**config.mk**
```make
export PLATFORM = sky130hd
export DESIGN_NAME = l2cache_control
export DESIGN_NICKNAME = d
export VERILOG_FILES = /design/src/rtl/l2cache_control_pkg.sv /design/src/rtl/l2cache_control_plru_victim.sv /design/src/rtl/l2cache_control.sv
export SDC_FILE = /design/constraint.sdc
export NUM_CORES = 1
export LEC_CHECK = 0
export ABC_AREA = 1
export CELL_PAD_IN_SITES_DETAIL_PLACEMENT = 0
export CELL_PAD_IN_SITES_GLOBAL_PLACEMENT = 1
export CORE_ASPECT_RATIO = 1.4
export CORE_UTILIZATION = 37
export CTS_BUF_LIST = sky130_fd_sc_hd__clkbuf_4 sky130_fd_sc_hd__clkbuf_8 sky130_fd_sc_hd__clkbuf_16
export CTS_CLUSTER_SIZE = 40
export DETAILED_ROUTE_END_ITERATION = 8
export HOLD_SLACK_MARGIN = 0.06
export PLACE_DENSITY_LB_ADDON = 0.12
export SLEW_MARGIN = 30
export SYNTH_ARGS = -nofsm -noshare
export SYNTH_HDL_FRONTEND = slang
export SYNTH_SLANG_ARGS = --single-unit
```
**constraint.sdc**
```tcl
create_clock -name clk -period 2.9 [get_ports clk]
set_input_delay 0.435 -clock clk [delete_from_list [all_inputs] [get_ports clk]]
set_output_delay 0.435 -clock clk [all_outputs]
set_load 0.02 [all_outputs]
```
**src/rtl/l2cache_control_pkg.sv**
```systemverilog
// Datapath mux select encodings shared with the L2 datapath, plus the controller state type.
package dimux;
    typedef enum logic {
        mem_wdata256_from_cpu = 1'b0,
        pmem_rdata_from_mem   = 1'b1
    } dimux_sel_t;
endpackage

package domux;
    typedef enum logic [1:0] {
        data_array_0 = 2'd0,
        data_array_1 = 2'd1,
        data_array_2 = 2'd2,
        data_array_3 = 2'd3
    } domux_sel_t;
endpackage

package addrmux;
    typedef enum logic [2:0] {
        mem_addr = 3'd0,
        cache_0  = 3'd1,
        cache_1  = 3'd2,
        cache_2  = 3'd3,
        cache_3  = 3'd4
    } addrmux_sel_t;
endpackage

package wemux;
    typedef enum logic [1:0] {
        zeros = 2'd0,
        ones  = 2'd1,
        mbe   = 2'd2
    } wemux_sel_t;
endpackage

package rv32i_types;
    typedef enum logic [1:0] {
        IDLE  = 2'd0,
        CHECK = 2'd1,
        WB    = 2'd2,
        FILL  = 2'd3
    } l2ctrl_state_t;
endpackage

```
**src/rtl/l2cache_control_plru_victim.sv**
```systemverilog
// Tree-PLRU victim selection: PLRU bits point at the most recently used half/way.
module l2_plru_victim (
    input  logic [2:0]            lru_i,
    output logic [1:0]            way_o,
    output addrmux::addrmux_sel_t addr_sel_o,
    output domux::domux_sel_t     data_sel_o
);
    always_comb begin
        if (!lru_i[0]) way_o = lru_i[2] ? 2'd2 : 2'd3;
        else           way_o = lru_i[1] ? 2'd0 : 2'd1;
        unique case (way_o)
            2'd0:    begin addr_sel_o = addrmux::cache_0; data_sel_o = domux::data_array_0; end
            2'd1:    begin addr_sel_o = addrmux::cache_1; data_sel_o = domux::data_array_1; end
            2'd2:    begin addr_sel_o = addrmux::cache_2; data_sel_o = domux::data_array_2; end
            default: begin addr_sel_o = addrmux::cache_3; data_sel_o = domux::data_array_3; end
        endcase
    end
endmodule

```
**src/rtl/l2cache_control.sv**
```systemverilog
// L2 cache sequencing FSM: hit service, clean-miss fill, dirty-miss writeback then fill,
// with saturating hit/miss performance counters.
module l2cache_control
    import rv32i_types::*;
#(
    parameter int unsigned CNT_W = 32
) (
    input  logic                   clk,
    input  logic                   rst,
    input  logic                   mem_read,
    input  logic                   mem_write,
    output logic                   mem_resp,
    output logic                   pmem_read,
    output logic                   pmem_write,
    input  logic                   pmem_resp,
    input  logic [3:0]             hit_o,
    input  logic [3:0]             valid_o,
    input  logic [3:0]             dirty_o,
    input  logic [2:0]             lru_o,
    output dimux::dimux_sel_t      dimux_sel,
    output domux::domux_sel_t      domux_sel,
    output addrmux::addrmux_sel_t  addrmux_sel,
    output wemux::wemux_sel_t [3:0] wemux_sel,
    output logic [3:0]             valid_load,
    output logic [3:0]             dirty_load,
    output logic [3:0]             tag_load,
    output logic [3:0]             valid_i,
    output logic [3:0]             dirty_i,
    output logic [CNT_W-1:0]       hit_count,
    output logic [CNT_W-1:0]       miss_count
);
    l2ctrl_state_t         state_q, state_d;
    logic [1:0]            vway_q, vway_d;
    addrmux::addrmux_sel_t vaddr_q, vaddr_d;
    domux::domux_sel_t     vdata_q, vdata_d;
    logic [CNT_W-1:0]      hit_cnt_q, hit_cnt_d, miss_cnt_q, miss_cnt_d;

    logic [1:0]            plru_way;
    addrmux::addrmux_sel_t plru_addr;
    domux::domux_sel_t     plru_data;
    logic [1:0]            hit_way;
    domux::domux_sel_t     hit_data;

    l2_plru_victim u_victim (
        .lru_i      (lru_o),
        .way_o      (plru_way),
        .addr_sel_o (plru_addr),
        .data_sel_o (plru_data)
    );

    // hit_o is one-hot, so an OR-encoder gives the hitting way
    assign hit_way  = {hit_o[3] | hit_o[2], hit_o[3] | hit_o[1]};
    assign hit_data = domux::domux_sel_t'(hit_way);

    always_ff @(posedge clk) begin
        if (!rst) begin
            state_q    <= IDLE;
            vway_q     <= '0;
            vaddr_q    <= addrmux::mem_addr;
            vdata_q    <= domux::data_array_0;
            hit_cnt_q  <= '0;
            miss_cnt_q <= '0;
        end else begin
            state_q    <= state_d;
            vway_q     <= vway_d;
            vaddr_q    <= vaddr_d;
            vdata_q    <= vdata_d;
            hit_cnt_q  <= hit_cnt_d;
            miss_cnt_q <= miss_cnt_d;
        end
    end

    always_comb begin
        state_d      = state_q;
        vway_d       = vway_q;
        vaddr_d      = vaddr_q;
        vdata_d      = vdata_q;
        hit_cnt_d    = hit_cnt_q;
        miss_cnt_d   = miss_cnt_q;
        mem_resp     = 1'b0;
        pmem_read    = 1'b0;
        pmem_write   = 1'b0;
        dimux_sel    = dimux::mem_wdata256_from_cpu;
        domux_sel    = domux::data_array_0;
        addrmux_sel  = addrmux::mem_addr;
        wemux_sel[0] = wemux::zeros;
        wemux_sel[1] = wemux::zeros;
        wemux_sel[2] = wemux::zeros;
        wemux_sel[3] = wemux::zeros;
        valid_load   = '0;
        dirty_load   = '0;
        tag_load     = '0;
        valid_i      = '0;
        dirty_i      = '0;

        unique case (state_q)
            IDLE: if (mem_read || mem_write) state_d = CHECK;
            CHECK: begin
                if (!(mem_read || mem_write)) begin
                    state_d = IDLE;
                end else if (|hit_o) begin
                    mem_resp  = 1'b1;
                    domux_sel = hit_data;
                    if (mem_write) begin
                        wemux_sel[hit_way]  = wemux::mbe;
                        dirty_load[hit_way] = 1'b1;
                        dirty_i[hit_way]    = 1'b1;
                    end
                    if (hit_cnt_q != '1) hit_cnt_d = hit_cnt_q + CNT_W'(1);
                    state_d = IDLE;
                end else begin
                    if (miss_cnt_q != '1) miss_cnt_d = miss_cnt_q + CNT_W'(1);
                    vway_d  = plru_way;
                    vaddr_d = plru_addr;
                    vdata_d = plru_data;
                    state_d = (valid_o[plru_way] && dirty_o[plru_way]) ? WB : FILL;
                end
            end
            WB: begin
                pmem_write  = 1'b1;
                addrmux_sel = vaddr_q;
                domux_sel   = vdata_q;
                if (pmem_resp) begin
                    dirty_load[vway_q] = 1'b1;
                    state_d            = FILL;
                end
            end
            FILL: begin
                pmem_read = 1'b1;
                dimux_sel = dimux::pmem_rdata_from_mem;
                if (pmem_resp) begin
                    wemux_sel[vway_q]  = wemux::ones;
                    tag_load[vway_q]   = 1'b1;
                    valid_load[vway_q] = 1'b1;
                    valid_i[vway_q]    = 1'b1;
                    dirty_load[vway_q] = 1'b1;
                    state_d            = CHECK;
                end
            end
            default: state_d = IDLE;
        endcase
    end

    assign hit_count  = hit_cnt_q;
    assign miss_count = miss_cnt_q;

    always_ff @(posedge clk) begin
        if (rst && state_q == CHECK) begin
            assert ($onehot0(hit_o)) else $error("hit_o has more than one way set");
        end
    end
endmodule

```
==> key figures, run 1 <==
Placed design
  • IO buf count: 120
  • RePlAce Congestion: 0.884
  • Hpwl dp: 12,300 um

Clock tree
  • # clock sinks: 73
  • H-Tree Depth: 3
  • Clk_lat worst skew: 0.34 ns
  • Clock root buffer master: clkbuf_16
  • Resized cells post-CTS: 0
  • TritonCTS Buffers: 9
  • Clk slew on worst S/H paths: 0.06 ns
  • Post-CTS setup buffer count: 0
  • Clk buf depth: 2
  • CTS Hold Buffers Added: 0
  • CTS tree: yes

Synthesis
  • Ys flop type: dfxtp_1
  • Mapped Nets: 883
  • Yosys warns: 0
  • Asr flop ratio synth: 0
  • Netlist Area Pre-Place: 5130 um^2
  • Syn avg cell area: 5.98 um^2
  • Synthesized flop and latch total: 73
  • Post-synthesis sequential area ratio: 0.285
  • Number of synthesized flops with an enable pin: 0
  • Synth Instances: 857
  • Synth cell types: 33

Route
  • Metal1 wirelength: 6260 um
  • WL final: 16,000 um
  • Routed vias/inst: 4.85
  • Met2 routed WL: 8940 um
  • Wire per inst: 13.9 um
  • Iter 0 DRT Violations: 228
  • Drt first pass iters: 6
  • Post-route ant nets: 0
  • DR DRC count: 0
  • Via count: 5,594
  • Met3 WL: 496 um
  • Highest metal used: met4

Finish
  • P&R area growth vs syn: 30.5%
  • Register Area: 1460 um^2
  • Final nets: 992
  • Fill count: 1,462
  • Layout cells sized above 1: 0.0639
  • Final core utilization: 0.498
  • ANT cells: 0
  • Area of the multi-input gates: 3180 um^2

Global routing
  • All-Layer GR Usage: 0.231
  • First-pass GRT wire length: 25,800 um
  • Grt ovf: 0
  • Vias in the first global route: 5,322
  • Initial antenna violation count: 0
  • Largest net degree at the start of global routing: 32

STA
  • Final hold violations: 0
  • Worst Clk Skew: 0.00902 ns
  • Tightest Pin Transition: 0.479 ns
  • # setup viols final: 0
  • Fin. max-slew vios: 0
  • Fin crit period: 2.81 ns
  • Tcrit/Tclk final: 0.969
  • Peak Freq: 356 MHz
  • Slew Limit Headroom: 0.677

Worst setup path
  • Worst r2r src: hit_count[0]
  • Crit start category: primary input
  • Setup crit start: hit_o[1]
  • CP Capture Type: primary output
  • Slowest-stage cell, CP: clkdlybuf4s50_1
  • Worst endpoint data arrival time: 2.37 ns
  • R2r setup slk: 0.65 ns
  • Worst path top cell family by delay: buffers and inverters
  • Worst-path maximum fanout: 5
  • Crit path kind: primary input to primary output
  • Critical path, cell by cell: clkdlybuf4s50_1 > nor2_4 > nand2_4 > nand2_1 > nor3_1 > nor2_1 > nor2_1 > clkdlybuf4s50_1
  • CP bufs+invs: 2
  • Max stage delay on crit path: 0.62 ns
  • Req. time, crit path: 2.47 ns

Floorplan
  • Die height: 141 um
  • Initial Util: 0.381
  • Core area: 13,500 um^2
  • Die X: 101 um
  • Cell row count: 50
  • I/O Pins: 121
  • Die area: 14,300 um^2

Power
  • Pwr Total: 2.27 mW
  • PD cells: 340 nW/um^2
  • Leak Pwr: 2.25 nW
  • VDD IR-drop max: 0.000196 V

Min path
  • Min-Delay Startpoint: vaddr_q[1]
  • Worst hold path type: flop to flop

Run
  • Max Cap Viol: 0

Outcome
  • Status: finished clean
-- path summary, 6_finish.rpt --
kind                   endpoint  depth (start not counted)
hold / removal       vaddr_q[1]                          2
setup / recovery  dirty_load[0]                          8
hold reg to reg      vaddr_q[1]                          2
setup reg to reg  hit_count[28]                         10
-- final cells by class --
class                           instances  area share
Multi-Input combinational cell        683       0.475
Sequential cell                        73       0.218
Timing Repair Buffer                  128       0.190
Inverter                               71      0.0402
Clock buffer                           10      0.0357
Tap cell                              182      0.0340
Clock inverter                          6     0.00654
-- where the power goes --
part	switching, mW	internal [mW]	total, mW
Combinational	0.127	0.0685	0.196
Clock	0.459	0.602	1.06
Sequential	0.00846	1.01	1.02
-- state kept, by name (all words and copies together), names as in the netlist --
| signal | count |
|---|---|
| vaddr_q | 3 |
| miss_count | 32 |
| state_q | 2 |
| vdata_q | 2 |
| hit_count | 32 |
| vway_q | 2 |
-- layer usage --
layer / GRT usage / vias to the layer above
li1: - / 2917
met1: 0.245 / 2552
met5: 0 / -
met2: 0.458 / 106
met4: 0.0686 / 0
met3: 0.0340 / 19
-- per-stage QoR --
step	hold WS [ns]	cell area, um^2	setup slack [ns]	setup TNS (ns)	std cells
finish	0.481	6690	0.0907	0	1153
global route	0.516	6690	-0.00228	-0.00228	1153
CTS	0.481	6680	0.0704	0	1153
detailed placement	0.471	6390	0.0711	0	1137
global placement	0.452	6390	0.138	0	1137
floorplan	0.444	5130	0.503	0	857
-- synth_stat cells, types with 2 or more instances --
| library cell | n | share of area |
|---|---|---|
| buf_6 | 10 | 0.022 |
| o21ai_0 | 10 | 0.0098 |
| nand2_1 | 335 | 0.25 |
| dfxtp_1 | 73 | 0.29 |
| nand4_1 | 13 | 0.016 |
| nor3_1 | 6 | 0.0059 |
| xor2_1 | 16 | 0.027 |
| nor2_4 | 8 | 0.018 |
| ha_1 | 6 | 0.015 |
| nand3b_1 | 2 | 0.0029 |
| clkbuf_1 | 8 | 0.0059 |
| buf_4 | 11 | 0.016 |
| nor4_1 | 10 | 0.012 |
| nor2_1 | 141 | 0.10 |
| inv_1 | 65 | 0.048 |
| a21oi_2 | 8 | 0.014 |
| inv_2 | 5 | 0.0037 |
| xnor2_1 | 6 | 0.010 |
| nand3_1 | 46 | 0.045 |
| a21oi_1 | 58 | 0.057 |
| nand2_4 | 8 | 0.018 |
-- cells in the final DEF (no fill, tap or decap), types with 2 or more instances in the layout --
cell type / netlist / final
clkbuf_16: 0 / 9
a21oi_2: 8 / 8
dfxtp_1: 73 / 73
nor4_2: 0 / 2
nand2_4: 8 / 8
nand2_1: 335 / 335
clkinvlp_4: 0 / 4
nor4_1: 10 / 8
nor3_1: 6 / 6
xnor2_1: 6 / 6
nand3b_1: 2 / 2
nor2_4: 8 / 8
ha_1: 6 / 5
inv_1: 65 / 65
nand3_1: 46 / 46
xor2_1: 16 / 16
buf_4: 11 / 7
inv_2: 5 / 5
nor2_1: 141 / 141
o21ai_0: 10 / 10
nand4_1: 13 / 13
clkdlybuf4s50_1: 0 / 120
a21oi_1: 58 / 58
-- logic make-up (layout without fill, tap and decap cells) --
group / count (synthesis) / after routing / synth area share
AND/OR/NAND/NOR: 575 / 575 / 0.480
buffers and inverters: 101 / 215 / 0.0981
AO/OA/AOI/OAI: 80 / 80 / 0.0852
flip-flops: 73 / 73 / 0.285
XOR/XNOR: 22 / 22 / 0.0376
adder cells (fa/ha/maj): 6 / 6 / 0.0146
-- tightest hold or removal path, delay by kind of cell (launching register included) --
family	cells	cell delay [ns]
flip-flops	1	0.31
AO/OA/AOI/OAI	1	0.06
AND/OR/NAND/NOR	1	0.06
Power figures use the tool's default switching activity.
==> run 2: changes to the inputs <==
--- a/config.mk
+++ b/config.mk
@@ -11,6 +11,7 @@
 export CORE_ASPECT_RATIO = 1.4
 export CORE_UTILIZATION = 37
 export CTS_BUF_LIST = sky130_fd_sc_hd__clkbuf_4 sky130_fd_sc_hd__clkbuf_8 sky130_fd_sc_hd__clkbuf_16
+export CTS_CLUSTER_DIAMETER = 40
 export CTS_CLUSTER_SIZE = 40
 export DETAILED_ROUTE_END_ITERATION = 8
 export HOLD_SLACK_MARGIN = 0.06
==> results of run 2 <==
Final layout, timing and power as in run 1 (identical DEF).
